===== config.mk =====
export PLATFORM = sky130hd
export DESIGN_NAME = bypass_hazard_unit
export DESIGN_NICKNAME = d
export VERILOG_FILES = /design/src/rtl/bypass_pkg.sv /design/src/rtl/bypass_src_mux.sv /design/src/rtl/bypass_hazard_unit.sv
export SDC_FILE = /design/constraint.sdc
export NUM_CORES = 1
export LEC_CHECK = 0
export CAP_MARGIN = 25
export CORE_MARGIN = 4
export CORE_UTILIZATION = 38
export CTS_BUF_LIST = sky130_fd_sc_hd__clkbuf_2 sky130_fd_sc_hd__clkbuf_4 sky130_fd_sc_hd__clkbuf_8
export CTS_CLUSTER_DIAMETER = 200
export DETAILED_ROUTE_END_ITERATION = 12
export HOLD_SLACK_MARGIN = 0.06
export PLACE_DENSITY = 0.74
export REMOVE_ABC_BUFFERS = 1
export SKIP_LAST_GASP = 1
export SYNTH_ARGS = -nofsm -noshare
export SYNTH_HDL_FRONTEND = slang
export SYNTH_SLANG_ARGS = --single-unit

===== constraint.sdc =====
create_clock -name clock -period 2.6 [get_ports clock]
set_input_delay 0.52 -clock clock [delete_from_list [all_inputs] [get_ports clock]]
set_output_delay 0.52 -clock clock [all_outputs]
set_load 0.005 [all_outputs]

===== src/rtl/bypass_pkg.sv =====
// Shared types for the operand-forwarding / load-use hazard unit.
package bypass_pkg;

    // Width of the scoreboard's destination field. Register addresses narrower
    // than this are zero-extended on entry. AW must not exceed this value.
    localparam int unsigned REG_IDX_W = 8;

    typedef logic [REG_IDX_W-1:0] reg_idx_t;

    // Where an EX operand was taken from.
    typedef enum logic [1:0] {
        FWD_RF  = 2'd0,
        FWD_MEM = 2'd1,
        FWD_WB  = 2'd2,
        FWD_RET = 2'd3
    } fwd_src_e;

    // Per-operand select driven by decode. Code 3 also selects the immediate.
    typedef enum logic [1:0] {
        SEL_REG = 2'd0,
        SEL_PC  = 2'd1,
        SEL_IMM = 2'd2
    } src_sel_e;

    // One in-flight instruction as tracked by the scoreboard.
    typedef struct packed {
        logic     valid;
        reg_idx_t rd;
        logic     we;
        logic     is_load;
    } sb_entry_t;

    localparam sb_entry_t SB_BUBBLE = '{valid: 1'b0, rd: '0, we: 1'b0, is_load: 1'b0};

endpackage


===== src/rtl/bypass_src_mux.sv =====
// One EX operand: select pc / imm / register, and for register operands pick
// the youngest in-flight producer. Hit inputs already exclude x0.
module bypass_src_mux
    import bypass_pkg::*;
#(
    parameter int unsigned XLEN = 32
) (
    input  logic [1:0]      src_sel_i,
    input  logic            hit_mem_i,
    input  logic            hit_wb_i,
    input  logic            hit_ret_i,
    input  logic [XLEN-1:0] rs_data_i,
    input  logic [XLEN-1:0] pc_i,
    input  logic [XLEN-1:0] imm_i,
    input  logic [XLEN-1:0] mem_data_i,
    input  logic [XLEN-1:0] wb_data_i,
    input  logic [XLEN-1:0] ret_data_i,
    output logic [XLEN-1:0] operand_o,
    output logic [1:0]      fwd_src_o
);

    // Priority select: pc/imm bypass forwarding entirely; otherwise MEM > WB > RET > regfile.
    always_comb begin
        // NOTE: every output gets a default first so no path can infer a latch.
        operand_o = rs_data_i;
        fwd_src_o = FWD_RF;
        if (src_sel_i == SEL_PC) begin
            operand_o = pc_i;
        end else if (src_sel_i[1]) begin
            // Codes 2 and 3 both mean immediate.
            operand_o = imm_i;
        end else if (hit_mem_i) begin
            operand_o = mem_data_i;
            fwd_src_o = FWD_MEM;
        end else if (hit_wb_i) begin
            operand_o = wb_data_i;
            fwd_src_o = FWD_WB;
        end else if (hit_ret_i) begin
            operand_o = ret_data_i;
            fwd_src_o = FWD_RET;
        end
    end

endmodule


===== src/rtl/bypass_hazard_unit.sv =====
// Operand forwarding and load-use stall generation between ID and EX.
// A four-entry scoreboard (EX, MEM, WB, RET) shadows the pipeline; EX operands
// are resolved combinationally from it and decode is stalled while a load's
// data is not yet forwardable to the instruction waiting in ID.
module bypass_hazard_unit
    import bypass_pkg::*;
#(
    parameter int unsigned XLEN           = 32,
    parameter int unsigned AW             = 5,
    parameter int unsigned NSRC           = 2,
    // First stage whose load data may be forwarded: 2 = WB, 3 = RET.
    parameter int unsigned LOAD_FWD_STAGE = 2
) (
    input  logic                 clock,
    input  logic                 reset_n,
    input  logic                 id_valid,
    input  logic [NSRC*AW-1:0]   id_rs_addr,
    input  logic [NSRC-1:0]      id_rs_used,
    input  logic [AW-1:0]        id_rd,
    input  logic                 id_we,
    input  logic                 id_is_load,
    input  logic                 flush,
    input  logic [NSRC*XLEN-1:0] ex_rs_data,
    input  logic [NSRC*2-1:0]    ex_src_sel,
    input  logic [XLEN-1:0]      pc,
    input  logic [XLEN-1:0]      imm,
    input  logic [XLEN-1:0]      mem_data,
    input  logic [XLEN-1:0]      wb_data,
    output logic                 stall,
    output logic [NSRC*XLEN-1:0] ex_operand,
    output logic [NSRC*2-1:0]    ex_fwd_src
);

    // A load in stage index j (EX = 0, MEM = 1) blocks its consumer while
    // j + 1 is still short of the first forwardable stage.
    localparam logic EX_LOAD_BLOCKS  = (LOAD_FWD_STAGE > 1);
    localparam logic MEM_LOAD_BLOCKS = (LOAD_FWD_STAGE > 2);

    sb_entry_t ex_q, ex_d;
    sb_entry_t mem_q, wb_q, ret_q;
    logic [NSRC*AW-1:0] ex_rs_addr_q, ex_rs_addr_d;
    logic [XLEN-1:0]    ret_data_q;

    logic [NSRC-1:0] hit_mem, hit_wb, hit_ret;
    logic            load_hazard;
    logic            stall_int;

    // Only the EX and MEM load flags feed the hazard check; later stages carry
    // the flag purely to keep every entry the same shape.
    logic unused_is_load;
    assign unused_is_load = wb_q.is_load ^ ret_q.is_load;

    // Producer matches for each EX source; x0 never matches.
    always_comb begin
        hit_mem = '0;
        hit_wb  = '0;
        hit_ret = '0;
        for (int s = 0; s < NSRC; s++) begin
            if (ex_rs_addr_q[s*AW +: AW] != '0) begin
                hit_mem[s] = mem_q.valid && mem_q.we &&
                             (mem_q.rd == reg_idx_t'(ex_rs_addr_q[s*AW +: AW]));
                hit_wb[s]  = wb_q.valid && wb_q.we &&
                             (wb_q.rd == reg_idx_t'(ex_rs_addr_q[s*AW +: AW]));
                hit_ret[s] = ret_q.valid && ret_q.we &&
                             (ret_q.rd == reg_idx_t'(ex_rs_addr_q[s*AW +: AW]));
            end
        end
    end

    // Load-use detection: a used ID source waits on a load whose data is not yet forwardable.
    always_comb begin
        load_hazard = 1'b0;
        for (int s = 0; s < NSRC; s++) begin
            if (id_rs_used[s] && (id_rs_addr[s*AW +: AW] != '0)) begin
                if (EX_LOAD_BLOCKS && ex_q.valid && ex_q.we && ex_q.is_load &&
                    (ex_q.rd == reg_idx_t'(id_rs_addr[s*AW +: AW]))) begin
                    load_hazard = 1'b1;
                end
                if (MEM_LOAD_BLOCKS && mem_q.valid && mem_q.we && mem_q.is_load &&
                    (mem_q.rd == reg_idx_t'(id_rs_addr[s*AW +: AW]))) begin
                    load_hazard = 1'b1;
                end
            end
        end
    end

    // A taken branch kills ID, so flush overrides any stall request.
    assign stall_int = !flush && id_valid && load_hazard;
    assign stall     = stall_int;

    // Next EX entry: the ID instruction if it advances, otherwise a bubble.
    always_comb begin
        ex_d         = SB_BUBBLE;
        ex_rs_addr_d = '0;
        if (id_valid && !stall_int && !flush) begin
            ex_d.valid   = 1'b1;
            ex_d.rd      = reg_idx_t'(id_rd);
            ex_d.we      = id_we;
            ex_d.is_load = id_is_load;
            ex_rs_addr_d = id_rs_addr;
        end
    end

    // Scoreboard shift; it never holds, since stalls only insert bubbles into EX.
    always_ff @(posedge clock or negedge reset_n) begin
        if (!reset_n) begin
            ex_q         <= SB_BUBBLE;
            mem_q        <= SB_BUBBLE;
            wb_q         <= SB_BUBBLE;
            ret_q        <= SB_BUBBLE;
            ex_rs_addr_q <= '0;
            ret_data_q   <= '0;
        end else begin
            // NOTE: non-blocking updates let every stage read the pre-edge value of its predecessor.
            ex_q         <= ex_d;
            mem_q        <= ex_q;
            wb_q         <= mem_q;
            ret_q        <= wb_q;
            ex_rs_addr_q <= ex_rs_addr_d;
            ret_data_q   <= wb_data;
        end
    end

    // One priority mux per EX operand.
    for (genvar s = 0; s < NSRC; s++) begin : g_src
        bypass_src_mux #(
            .XLEN(XLEN)
        ) u_src_mux (
            .src_sel_i (ex_src_sel[s*2 +: 2]),
            .hit_mem_i (hit_mem[s]),
            .hit_wb_i  (hit_wb[s]),
            .hit_ret_i (hit_ret[s]),
            .rs_data_i (ex_rs_data[s*XLEN +: XLEN]),
            .pc_i      (pc),
            .imm_i     (imm),
            .mem_data_i(mem_data),
            .wb_data_i (wb_data),
            .ret_data_i(ret_data_q),
            .operand_o (ex_operand[s*XLEN +: XLEN]),
            .fwd_src_o (ex_fwd_src[s*2 +: 2])
        );
    end

endmodule


==> results.md <==
- The clock reaches the later pin of the worst-skew pair after 0.38 ns.
- After detailed routing, the met2 layer carries 17200 um of wire.
- The HPWL after detailed placement is 22700 um.
- The leakage dissipation is 5.45 nW.
- The worst path in the final design needs a cycle of 3.26 ns, including I/O delays and setup.
- The max-slew violation count is 0.
- The vertical extent of the die is 137 um.
- The standard-cell row count is 46.
- The signal arrival time at the worst endpoint is 2.74 ns.
- The post-synthesis sequential area ratio is 28.0%.
- The floorplan step set the die width to 137 um.
- Setup repair after global routing could not meet its margin everywhere.
- The clock drives 71 sinks.
- The clock transition time at the flip-flop clock pins of the worst setup and hold paths is 0.09 ns.
- The floorplan step defined a die boundary enclosing 18800 um^2.
- The power after layout is 0.00380 W.
- The synthesized netlist contains 37 unique library cells.
- Entering global routing, the biggest net connects 40 pins.
- Of all flip-flops after synthesis, the portion carrying an async set or reset was 100%.
- In this run the worst setup path begins at ex_rs_addr_q[5].
- Counting flops with a built-in enable in the synthesized netlist gives 0.
- For this run, the share of the core covered by cells in the final layout is 77.2%.
- The number of global-route vias before repair is 8818.
- In the synthesized netlist the dominant register cell turns out to be sky130_fd_sc_hd__dfrtp_1.
- The top-level port count is 288.
- Global routing consumed, over all layers together, 34.7% of the routing resources.
- The leading cell type in the layout, fill and taps excluded is sky130_fd_sc_hd__clkdlybuf4s50_1.
- Dividing the synthesized area by the synthesized cell count gives 7.40 um^2.
- In this run the tool buffered the top-level ports with 287 buffer cells.
- The class of the tightest hold or removal check is input pin to async pin.
- The maximum VDD drop is 0.248 mV.
- The detailed router put a total of 12800 um of wire on met1.
- Global routing finished with a remaining overflow of 0.
- The maximum level of the CTS H-tree is 3.
- The run finished, with violations left.
- The first global-routing pass estimated 49100 um of wire.
- The final antenna-violating net count is 0.
- The critical path is of the register to output pin type.
- Summed over all nets, wire length on met3 after detailed routing comes to 4300 um.
- For the final database, setup skew stands at 0.00882 ns.
- The worst setup path is launched from a register.
- At the worst endpoint, the required time is 2.08 ns.
- In the layout the commonest cells are sky130_fd_sc_hd__clkdlybuf4s50_1, sky130_fd_sc_hd__nand2_1, sky130_fd_sc_hd__buf_4.
- The total routed wirelength is 36800 um.
- The detailed router finished its first iteration with 966 violations.
- In this run the worst path has a maximum fanout of 6.
- The number of hold-repair buffers added at the cts stage is 0.
- For this run, the detailed router's first-pass iteration total came to 6.
- The remaining routing DRC violations is 0.
- In this run the critical register-to-register path is launched from ex_q[2].
- For the pin with the worst max-slew slack, the measured transition is 0.509 ns.
- In this run, synthesis produced a sequential element count of 71.
- Setup slack on the critical path of the routed design comes to -0.658 ns.
- The final period utilization is 125%.
- The number of warnings printed during yosys synthesis is 0.
- At the placement stage, the worst setup path has a slack of -0.592 ns.
- The cell area that synthesis handed to floorplanning was 6350 um^2.
- Headroom to the max-slew limit came out at 65.7%.
- The filler cells instantiated in the layout total 1114.
- Setup violations remaining at the end of the flow were counted as 68.
- STA classifies the critical path endpoint as an output pin.
- No sink is reached through more buffers than the 2 on the longest clock path.
- The net total in the final layout is 1532.
- TritonCTS created 9 clock buffers.
- The number of antenna violations at the first check in global routing is 0.
- The final routed wire length divided by cell count is 24.0 um.
- Across all layers, the routed design uses 9268 vias.
- The share of post-route cells with drive strength above 1 is 34.4%.
- The final-report hold violation count came to 0.
- TritonCTS built the clock tree.
- In this run the top signal layer used is met4.
- In this run the standard cell core region covers 16100 um^2.
- The highest clock rate is 307 MHz.
- The placer congestion estimate is 0.942.
- Setup total negative slack on the finished layout was measured at -35.79 ns.
- The area added between synthesis and finish is 95.8%.
- For this design the ratio of total power to cell area is 306 nW/um^2.
- Synthesis produced 858 cells.
- The tool flagged a number of max-cap violations equal to 0.
- The initial standard-cell utilization of the core is 39.4%.
- The final reports fail on setup timing.
- In the routed layout, each cell is associated on average with a via count of 6.04.
- Clock tree synthesis selected as its root buffer the cell sky130_fd_sc_hd__clkbuf_8.
[synth_stat cells, types with 32 or more instances]
master / instances / area, um^2
sky130_fd_sc_hd__nand2_1: 152 / 571
sky130_fd_sc_hd__dfrtp_1: 71 / 1780
sky130_fd_sc_hd__inv_1: 67 / 251
sky130_fd_sc_hd__o21ai_0: 66 / 330
sky130_fd_sc_hd__clkbuf_1: 62 / 233
sky130_fd_sc_hd__nor3_1: 37 / 185
sky130_fd_sc_hd__or2_2: 36 / 225
sky130_fd_sc_hd__a21oi_1: 35 / 175
sky130_fd_sc_hd__a221o_1: 33 / 330
sky130_fd_sc_hd__a31oi_1: 32 / 200
sky130_fd_sc_hd__mux2i_1: 32 / 320
sky130_fd_sc_hd__o211ai_1: 32 / 240
sky130_fd_sc_hd__o21a_1: 32 / 240
sky130_fd_sc_hd__o32ai_1: 32 / 280
sky130_fd_sc_hd__o41ai_1: 32 / 280
[metal layers]
layer,vias to the layer above,global-route usage (%)
met5,-,0
met4,0,19.1
met3,208,9.35
met2,716,58.2
met1,4296,40.2
li1,4048,-
[through the flow]
| stage | hold slack, ns | cell area (um^2) | cells |
|---|---|---|---|
| 2_1_floorplan | 0.224 | 6000 | 775 |
| 3_3_place_gp | 0.355 | 10600 | 1434 |
| 3_5_place_dp | 0.368 | 10600 | 1434 |
| 4_1_cts | 0.111 | 11700 | 1511 |
| 5_1_grt | 0.133 | 12400 | 1534 |
| 6_report | 0.108 | 12400 | 1535 |
[sequential cells by signal, indices dropped and copies added (netlist names)]
register      cells
ret_data_q       32
ex_rs_addr_q     10
ex_q              8
mem_q             7
ret_q             7
wb_q              7
[what timing repair did]
action | 4_1_cts | 5_1_grt
cloned | 12 | 5
endpoints found under the setup margin | 69 | 69
gates resized for setup | 326 | 133
pin swaps | 75 | 60
setup buffers | 49 | 24
[cell type report]
cell class	count	area, um^2	share of cell area, %
Sequential cell	71	1780	14.3
Clock buffer	12	159	1.28
Multi-Input combinational cell	637	4790	38.5
Antenna cell	1	2.50	0.0201
Timing Repair Buffer	527	5130	41.2
Clock inverter	4	53.8	0.433
Tap cell	216	270	2.17
Inverter	67	251	2.02
[cell families (layout without fill, tap and decap cells)]
family	Yosys count	count (layout)	share of synthesized area, %
buffers and inverters	150	610	9.52
multiplexers	32	32	5.04
other	0	1	0
AND/OR/NAND/NOR	271	271	19.2
flip-flops	71	71	28.0
XOR/XNOR	34	34	4.69
AO/OA/AOI/OAI	300	300	33.5
[worst max-delay path, stage by stage, from the launching register on]
cell	delay [ns]
sky130_fd_sc_hd__dfrtp_2	0.45
sky130_fd_sc_hd__buf_6	0.13
sky130_fd_sc_hd__xnor2_2	0.15
sky130_fd_sc_hd__nand4_1	0.16
sky130_fd_sc_hd__or4_4	0.68
sky130_fd_sc_hd__buf_8	0.20
sky130_fd_sc_hd__buf_6	0.12
sky130_fd_sc_hd__o32ai_4	0.25
sky130_fd_sc_hd__a21oi_1	0.07
sky130_fd_sc_hd__buf_2	0.14
[final timing paths]
path / endpoint / slack [ns] / depth (start not counted)
hold / removal: ret_data_q[15] / 0.11 / 1
setup / recovery: ex_operand[60] / -0.66 / 9
min in group clock: wb_q[1] / 0.38 / 0
setup reg to reg: ex_rs_addr_q[0] / 0.91 / 7
max in group asynchronous: ex_rs_addr_q[5] / 1.87 / 2
hold reg to reg: wb_q[1] / 0.38 / 0
[power by group]
| group | leakage, nW | switching (W) | internal, W |
|---|---|---|---|
| logic | 4.46 | 0.000766 | 0.000846 |
| registers | 0.889 | 0.0000456 | 0.00115 |
| clock network | 0.102 | 0.000486 | 0.000509 |
| total | 5.45 | 0.00130 | 0.00251 |
Note: power is estimated with default switching activity, not from simulation.
